--- config.mk ---
export PLATFORM = sky130hd
export DESIGN_NAME = iro_serial_tx_flat
export DESIGN_NICKNAME = d
export VERILOG_FILES = /design/src/rtl/iro_serial_tx_pkg.sv /design/src/rtl/iro_serial_tx_if.sv /design/src/rtl/iro_serial_tx_timer.sv /design/src/rtl/iro_serial_tx.sv /design/src/flat_wrapper.sv
export SDC_FILE = /design/constraint.sdc
export NUM_CORES = 1
export LEC_CHECK = 0
export CAP_MARGIN = 20
export CORE_ASPECT_RATIO = 1.5
export CORE_MARGIN = 1
export CORE_UTILIZATION = 54
export CTS_CLUSTER_SIZE = 30
export DETAILED_ROUTE_END_ITERATION = 8
export PLACE_DENSITY = 0.88
export REMOVE_ABC_BUFFERS = 1
export SLEW_MARGIN = 20
export SYNTH_ARGS = -nofsm -noshare
export SYNTH_HDL_FRONTEND = slang
export SYNTH_SLANG_ARGS = --single-unit
--- constraint.sdc ---
create_clock -name clk -period 2.33 [get_ports clk]
set_input_delay 0.233 -clock clk [delete_from_list [all_inputs] [get_ports clk]]
set_output_delay 0.233 -clock clk [all_outputs]
set_load 0.005 [all_outputs]
--- src/rtl/iro_serial_tx_pkg.sv ---
// Shared types and defaults for the ring-oscillator serial transmitter.
// Parity bit is enabled by defining IRO_SERIAL_TX_PARITY_EN.
package iro_pkg;

  localparam int IRO_CFG_WIDTH = 16;
  localparam int IRO_DIV_W     = 8;

  typedef enum logic [1:0] {
    IDLE,
    LOW,
    HIGH,
    DONE
  } iro_tx_state_t;

  function automatic int iro_bcnt_w(input int width);
    return $clog2(width + 2);
  endfunction

endpackage

--- src/rtl/iro_serial_tx_if.sv ---
// Valid/ready word handshake into the serial transmitter.
// Master is the control-side source, slave is the transmitter.
interface iro_serial_tx_if #(
  parameter int WIDTH = 16
);

  logic [WIDTH-1:0] tx_data;
  logic             tx_valid;
  logic             tx_ready;

  modport master (
    output tx_data,
    output tx_valid,
    input  tx_ready
  );

  modport slave (
    input  tx_data,
    input  tx_valid,
    output tx_ready
  );

endinterface

--- src/rtl/iro_serial_tx_timer.sv ---
// Loadable half-period down-counter; tick is high once cnt reaches 0,
// i.e. div+1 cycles after a load.
module iro_half_period_timer #(
  parameter int DIV_W = 8
) (
  input  logic             clk,
  input  logic             rst_n,
  input  logic             load,
  input  logic [DIV_W-1:0] load_val,
  output logic             tick
);

  logic [DIV_W-1:0] cnt;

  always_ff @(posedge clk or negedge rst_n) begin
    if (!rst_n) begin
      cnt <= '0;
    end else if (load) begin
      cnt <= load_val;
    end else if (cnt != '0) begin
      cnt <= cnt - DIV_W'(1);
    end
  end

  assign tick = (cnt == '0);

endmodule

--- src/rtl/iro_serial_tx.sv ---
// MSB-first bdat/bclk serial transmitter for the ring oscillator.
// Optional even-parity bit: define IRO_SERIAL_TX_PARITY_EN.
module iro_serial_tx
  import iro_pkg::*;
#(
  parameter int WIDTH = IRO_CFG_WIDTH,
  parameter int DIV_W = IRO_DIV_W
) (
  input  logic             clk,
  input  logic             rst_n,
  iro_serial_tx_if.slave   tx,
  input  logic [DIV_W-1:0] div,
  output logic             bclk,
  output logic             bdat,
  output logic             busy,
  output logic             done
);

  localparam int BCW = iro_bcnt_w(WIDTH);
`ifdef IRO_SERIAL_TX_PARITY_EN
  localparam int NBITS = WIDTH + 1;
`else
  localparam int NBITS = WIDTH;
`endif
  localparam logic [BCW-1:0] NLOAD = BCW'(NBITS);

  iro_tx_state_t    state;
  // The MSB goes straight to bdat, so only the rest is stored.
  logic [WIDTH-2:0] sr;
  logic [DIV_W-1:0] div_r;
  logic [BCW-1:0]   bcnt;
  logic             shift_in;
  logic             accept;
  logic             last;
  logic             tick;
  logic             t_load;
  logic [DIV_W-1:0] t_val;

  assign tx.tx_ready = (state == IDLE);
  assign accept      = tx.tx_valid & tx.tx_ready;
  assign last        = (bcnt == BCW'(1));

  assign t_load = accept
                | ((state == LOW) & tick)
                | ((state == HIGH) & tick & ~last);
  assign t_val  = accept ? div : div_r;

`ifdef IRO_SERIAL_TX_PARITY_EN
  logic par_r;

  always_ff @(posedge clk or negedge rst_n) begin
    if (!rst_n) begin
      par_r <= 1'b0;
    end else if (accept) begin
      par_r <= ^tx.tx_data;
    end
  end

  assign shift_in = par_r;
`else
  assign shift_in = 1'b0;
`endif

  iro_half_period_timer #(
    .DIV_W(DIV_W)
  ) u_timer (
    .clk      (clk),
    .rst_n    (rst_n),
    .load     (t_load),
    .load_val (t_val),
    .tick     (tick)
  );

  always_ff @(posedge clk or negedge rst_n) begin
    if (!rst_n) begin
      state <= IDLE;
      sr    <= '0;
      div_r <= '0;
      bcnt  <= '0;
      bclk  <= 1'b0;
      bdat  <= 1'b0;
      busy  <= 1'b0;
      done  <= 1'b0;
    end else begin
      unique case (state)
        IDLE: begin
          if (tx.tx_valid) begin
            sr    <= tx.tx_data[WIDTH-2:0];
            bdat  <= tx.tx_data[WIDTH-1];
            div_r <= div;
            bcnt  <= NLOAD;
            busy  <= 1'b1;
            state <= LOW;
          end
        end
        LOW: begin
          if (tick) begin
            bclk  <= 1'b1;
            state <= HIGH;
          end
        end
        HIGH: begin
          if (tick) begin
            bclk <= 1'b0;
            if (last) begin
              bdat  <= 1'b0;
              done  <= 1'b1;
              state <= DONE;
            end else begin
              bdat  <= sr[WIDTH-2];
              sr    <= {sr[WIDTH-3:0], shift_in};
              bcnt  <= bcnt - BCW'(1);
              state <= LOW;
            end
          end
        end
        DONE: begin
          done  <= 1'b0;
          busy  <= 1'b0;
          state <= IDLE;
        end
      endcase
    end
  end

endmodule

--- src/flat_wrapper.sv ---
// flat-port wrapper written by rule: the top's interface ports become plain ports
module iro_serial_tx_flat import iro_pkg::*;
#(
  parameter int WIDTH = IRO_CFG_WIDTH,
  parameter int DIV_W = IRO_DIV_W
)
  (clk, rst_n, div, bclk, bdat, busy, done, tx_tx_data, tx_tx_valid, tx_tx_ready);
  iro_serial_tx_if #(.WIDTH(WIDTH)) tx_i ();
  input  logic clk;
  input  logic rst_n;
  input  logic [DIV_W-1:0] div;
  output logic bclk;
  output logic bdat;
  output logic busy;
  output logic done;
  input wire logic [$bits(tx_i.tx_data)-1:0] tx_tx_data;
  input wire logic [$bits(tx_i.tx_valid)-1:0] tx_tx_valid;
  output wire logic [$bits(tx_i.tx_ready)-1:0] tx_tx_ready;
  assign tx_i.tx_data = tx_tx_data;
  assign tx_i.tx_valid = tx_tx_valid;
  assign tx_tx_ready = tx_i.tx_ready;
  iro_serial_tx #(.WIDTH(WIDTH), .DIV_W(DIV_W)) u_core (.clk(clk), .rst_n(rst_n), .tx(tx_i), .div(div), .bclk(bclk), .bdat(bdat), .busy(busy), .done(done));
endmodule
-- Word level (Yosys, flattened, before mapping)
Cells that the tools add are included.
- bits in registers: 42
- output and inout bits: 5
- input bits: 27
- logic and storage cells: 70
- equal/unequal tests: 9
- multiplexer cells: 28
- add/sub/neg operators: 2
- bitwise operators: 7
- reduce and logical (&&, ||, !) cells: 15
- operators by type and width (kind ; count):
    2-to-1 mux 15 bit ; 3
    one-hot mux 15 bit (2 select lines) ; 1
    2-to-1 mux 8 bit ; 3
    2-to-1 mux 5 bit ; 3
    AND reduction 3 bit ; 4
    one-hot mux 5 bit (2 select lines) ; 1
    nonzero test 2 bit ; 5
    logical NOT 8 bit ; 1
    2-to-1 mux 1 bit ; 8
    2-to-1 mux 2 bit ; 4
    one-hot mux 1 bit (2 select lines) ; 4
    one-hot mux 2 bit (4 select lines) ; 1
    nonzero test 8 bit ; 1
    subtractor 8 x 1 -> 8 bit (second input constant) ; 1
    != test 2 x 1 -> 1 bit (second input constant) ; 3
    equality test 5 x 1 -> 1 bit (second input constant) ; 1
    subtractor 5 x 1 -> 5 bit (second input constant) ; 1
    bitwise AND 1 bit ; 4
    equality test 2 bit (second input constant) ; 2
    != test 2 bit (second input constant) ; 2
    AND reduction 2 bit ; 2
    AND reduction 4 bit ; 1
    equality test 2 x 1 -> 1 bit (second input constant) ; 1
    logical NOT 2 bit ; 1
    other kinds (2) ; 3

-- Depth between registers and ports, before layout
- word-level depth: 5
- depth in mapped cells: 8
- depth with buffers taken out: 6

-- By module
A second synthesis with hierarchy kept.
- cells, all modules: 194
- area total of the unflattened synthesis: 2113.3 sq um
- modules (own cells, without submodules) (module ; seq. area each (sq um) ; times used ; cells an instance ; area an instance (sq um)):
    iro_serial_tx ; 850.8 ; 1 ; 140 ; 1636.6
    iro_half_period_timer ; 200.2 ; 1 ; 54 ; 476.7

-- Least setup slack after synthesis
No wires, ideal clock.
- kind: register to register
- start: register u_core.u_timer.cnt[0]
- end: register u_core.bcnt[4]
- path slack: 0.455 ns
- arrival time: 1.751 ns
- cell stages (with the launch flop): 8
- period minus slack after synthesis: 1.875 ns
- library setup time: 0.124 ns
- data required time: 2.206 ns
- cell sequence: dfrtp_1 inv_1 ha_1 nor3b_2 nand4_4 and2_1 buf_6 o31a_1
- cells in the longest elaborated chain, start to end: 3
- RTL lines (item ; RTL line ; RTL):
    from (decl) ; iro_serial_tx_timer.sv:13 ; logic [DIV_W-1:0] cnt;
    from (signal assigned) ; iro_serial_tx_timer.sv:19 ; cnt <= load_val;
    from (signal assigned) ; iro_serial_tx_timer.sv:21 ; cnt <= cnt - DIV_W'(1);
    logical NOT 8 bit ; iro_serial_tx_timer.sv:25 ; assign tick = (cnt == '0);
    != test 2 x 1 -> 1 bit (no source line) ; - ;
    AND reduction 4 bit (no source line) ; - ;
    to (signal assigned) ; iro_serial_tx.sv:112 ; bcnt <= bcnt - BCW'(1);
    to (decl) ; iro_serial_tx.sv:31 ; logic [BCW-1:0] bcnt;
Every way passes these cells.
A chain may end at the register's enable or synchronous reset.

-- Final worst setup path
- start: register u_core.u_timer.cnt[1]
- end: register u_core.sr[0]
- cells in the longest elaborated chain, start to end: 3
- RTL lines (item ; RTL line ; RTL):
    logical NOT 8 bit ; iro_serial_tx_timer.sv:25 ;
    != test 2 x 1 -> 1 bit (no source line) ; - ;
    AND reduction 4 bit (no source line) ; - ;
    to (signal assigned) ; iro_serial_tx.sv:88 ; sr <= tx.tx_data[WIDTH-2:0];
    to (signal assigned) ; iro_serial_tx.sv:111 ; sr <= {sr[WIDTH-3:0], shift_in};
    to (decl) ; iro_serial_tx.sv:29 ; logic [WIDTH-2:0] sr;
Every way passes these cells.

==> results_dict.tcl <==
set metrics [dict create \
    tightest_slew_ns 0.8986 \
    synthArstFlopShare 1.000 \
    status "finished clean" \
    path_max_fanout 15 \
    place_inst 277 \
    layout_setup_ws_ns 0.1886 \
    skew_ns 0.003004 \
    grt_antenna_before_repair 0 \
    firstDrtPassIters 4 \
    cts-htree-levels 2 \
    hpwl_um 3048 \
    fin_crit_sh 0.9190 \
    port-buffer-count 31 \
    design_area_um2 2556 \
    synthCells 210 \
    ctsHoldBuffers 0 \
    grt_use_total 0.2408 \
    drc 0 \
    clock.fmax_ghz 0.4670 \
    row_count 27 \
    netlist_top_cells_area "dfrtp_1 (49%), mux2i_1 (7.0%), nand2_1 (5.0%)" \
    grt_pass1_vias 1614 \
    first_iter_violations 46 \
    crit_arrival_ns 2.33 \
    globalplace.congestion 0.8183 \
    clkTransAtPathRegs_ns 0.07 \
    post-cts-setup-buffer-count 0 \
    clock-sinks 42 \
    antennaDiodeCount 0 \
    crit_required_ns 2.52 \
    setup_viol 0 \
    switching_share 0.3439 \
    post-route-util 0.6817 \
    ys.flop_type "dfrtp_1" \
    p_comb_frac 0.347 \
    die_w_um 53.62 \
    p_switching_uw 907.7 \
    wirelength_um 4269 \
    synth-seq-cells 42 \
    seqPwrFrac 0.486 \
    yosysSeqAreaShare 0.4870 \
    via_count 1652 \
    coreArea_um2 3750 \
    numCtsBuffers 5 \
    cts_resized 0 \
    clock_latency_ns 0.30 \
    clock_path_buffers 2 \
    yosys-top-cells-count "dfrtp_1 (42), nand2_1 (29), mux2i_1 (15), nand3_1 (15), o21ai_1 (9)" \
    period_needed_ns 2.141 \
    synth_area_per_cell_um2 10.28 \
    design.die.area_um2 4259 \
    io_pins 32 \
    start_util 0.5756 \
    place_ws_ns 0.1835 \
    final_cells 284 \
    grt_pass1_wl_um 7272 \
    endpoint_kind "flop" \
    grt_max_degree 43 \
    via_per_inst 5.817 \
    ant_nets 0 \
    cts_tree "done" \
    setup_tns_ns 0 \
    min_path_type "input pin to asynchronous set/reset pin" \
    cap_violations 0 \
    rsz0062_at_grt "no" \
    p_int_uw 1732 \
    fp.dieH_um 79.43 \
    cts_root_buf "clkbuf_8" \
    synth_area_um2 2158 \
    hold_violations 0 \
    powerDensity_nw_per_um2 1033 \
    synth_enable_flop_cells 0 \
    area_delta_synth_final_pct 18.43 \
    p_leak_uw 0.001123 \
    yosysWarnings 0 \
    critPathKind "flop to flop" \
    pwr-share-clk 0.167 \
    final_nets 272 \
    startpoint_type "flop" \
    fillCellCount 292 \
    overflow 0 \
    layout-drive-gt1-share 0.1079 \
    slew_violations 0 \
    wl_per_cell_um 15.03 \
    ir_drop_mv 0.7435 \
    synth.most_common_cell "dfrtp_1" \
    synth_top_area_cell "dfrtp_1" \
    synthDominantCellAreaShare 0.4870 \
    slew_headroom 0.4009 \
    yosysUniqueCellTypes 41 \
    dpl_cell_area_um2 2480 \
]
==> final timing paths <==
kind	slack, ns	depth (start not counted)	from	to
hold reg to reg	0.47	2	u_core.div_r[4]$_DFFE_PN0N_	u_core.div_r[4]$_DFFE_PN0N_
setup / recovery	0.19	7	u_core.u_timer.cnt[1]$_DFFE_PN0P_	u_core.sr[0]$_DFFE_PN0P_
min in group clk	0.47	2	u_core.div_r[4]$_DFFE_PN0N_	u_core.div_r[4]$_DFFE_PN0N_
hold / removal	0.06	1	rst_n	u_core.sr[10]$_DFFE_PN0P_
setup reg to reg	0.19	7	u_core.u_timer.cnt[1]$_DFFE_PN0P_	u_core.sr[0]$_DFFE_PN0P_
max in group asynchronous	1.70	1	rst_n	u_core.sr[5]$_DFFE_PN0P_
==> layer usage <==
metal / GRT usage / wire [um]
met5: 0 / 0
met3: 0.05333 / 123
met2: 0.4125 / 2286
met4: 0.1184 / 104
met1: 0.2704 / 1754
==> cells by family (layout without fill, tap and decap cells) <==
group	after synthesis	in the layout	share of synthesized area
AND/OR/NAND/NOR	73	73	0.1849
AO/OA/AOI/OAI	44	44	0.1281
flip-flops	42	42	0.4870
multiplexers	23	23	0.1113
buffers and inverters	21	52	0.05333
adder cells (fa/ha/maj)	4	4	0.02319
XOR/XNOR	3	3	0.01218
==> critical path, cell delays in order, from the launching register on <==
cell and delay (ns):
dfrtp_1 0.41, inv_1 0.11, ha_1 0.19, nor3b_2 0.42, nand4_4 0.24, and2_1 0.28, buf_4 0.20, a22o_1 0.19
==> cell type report <==
cell class              instances  area [um2]  share of cell area
flip-flops and latches         42        1051              0.4112
clock buffers                   7       76.32             0.02986
repair buffers                 37       350.3              0.1371
multi-input cells             147       994.7              0.3891
well taps                      43       53.80             0.02105
inverters                       8       30.03             0.01175
==> through the flow <==
stage,hold WS (ns),total power [uW]
2_1_floorplan,-0.06259,1892
3_3_place_gp,0.4169,2160
3_5_place_dp,0.4210,2220
4_1_cts,0.09917,2668
5_1_grt,0.1492,2858
6_report,0.05532,2640
==> cells in the final DEF (no fill, tap or decap), types with 3 or more instances in the layout <==
cell,Yosys,layout
nor2_1,7,7
a31oi_1,5,5
o21ai_0,7,7
inv_1,8,8
mux2i_1,15,15
o21ai_1,9,9
buf_4,1,6
clkdlybuf4s50_1,0,30
nand2_1,29,29
or4_1,3,3
o211ai_1,3,3
nor3_1,3,3
xnor2_1,3,3
a22o_1,4,4
mux2_2,8,8
nand3_1,15,15
clkbuf_8,0,5
dfrtp_1,42,42
a21oi_1,7,7
ha_1,4,4
==> flip-flops by register name (all words and copies together), names as in the netlist <==
name,cells
u_core.bclk,1
u_core.bcnt,5
u_core.bdat,1
u_core.busy,1
u_core.div_r,8
u_core.done,1
u_core.sr,15
u_core.state,2
u_core.u_timer.cnt,8
==> power groups by stage <==
stage	sequential, uW	clock, uW	combinational, uW
floorplan	1240	0	653
global placement	1280	0	884
detailed placement	1290	0	926
CTS	1280	455	931
global route	1330	475	1060
finish	1280	440	917
(Power assumes the default switching activity.)
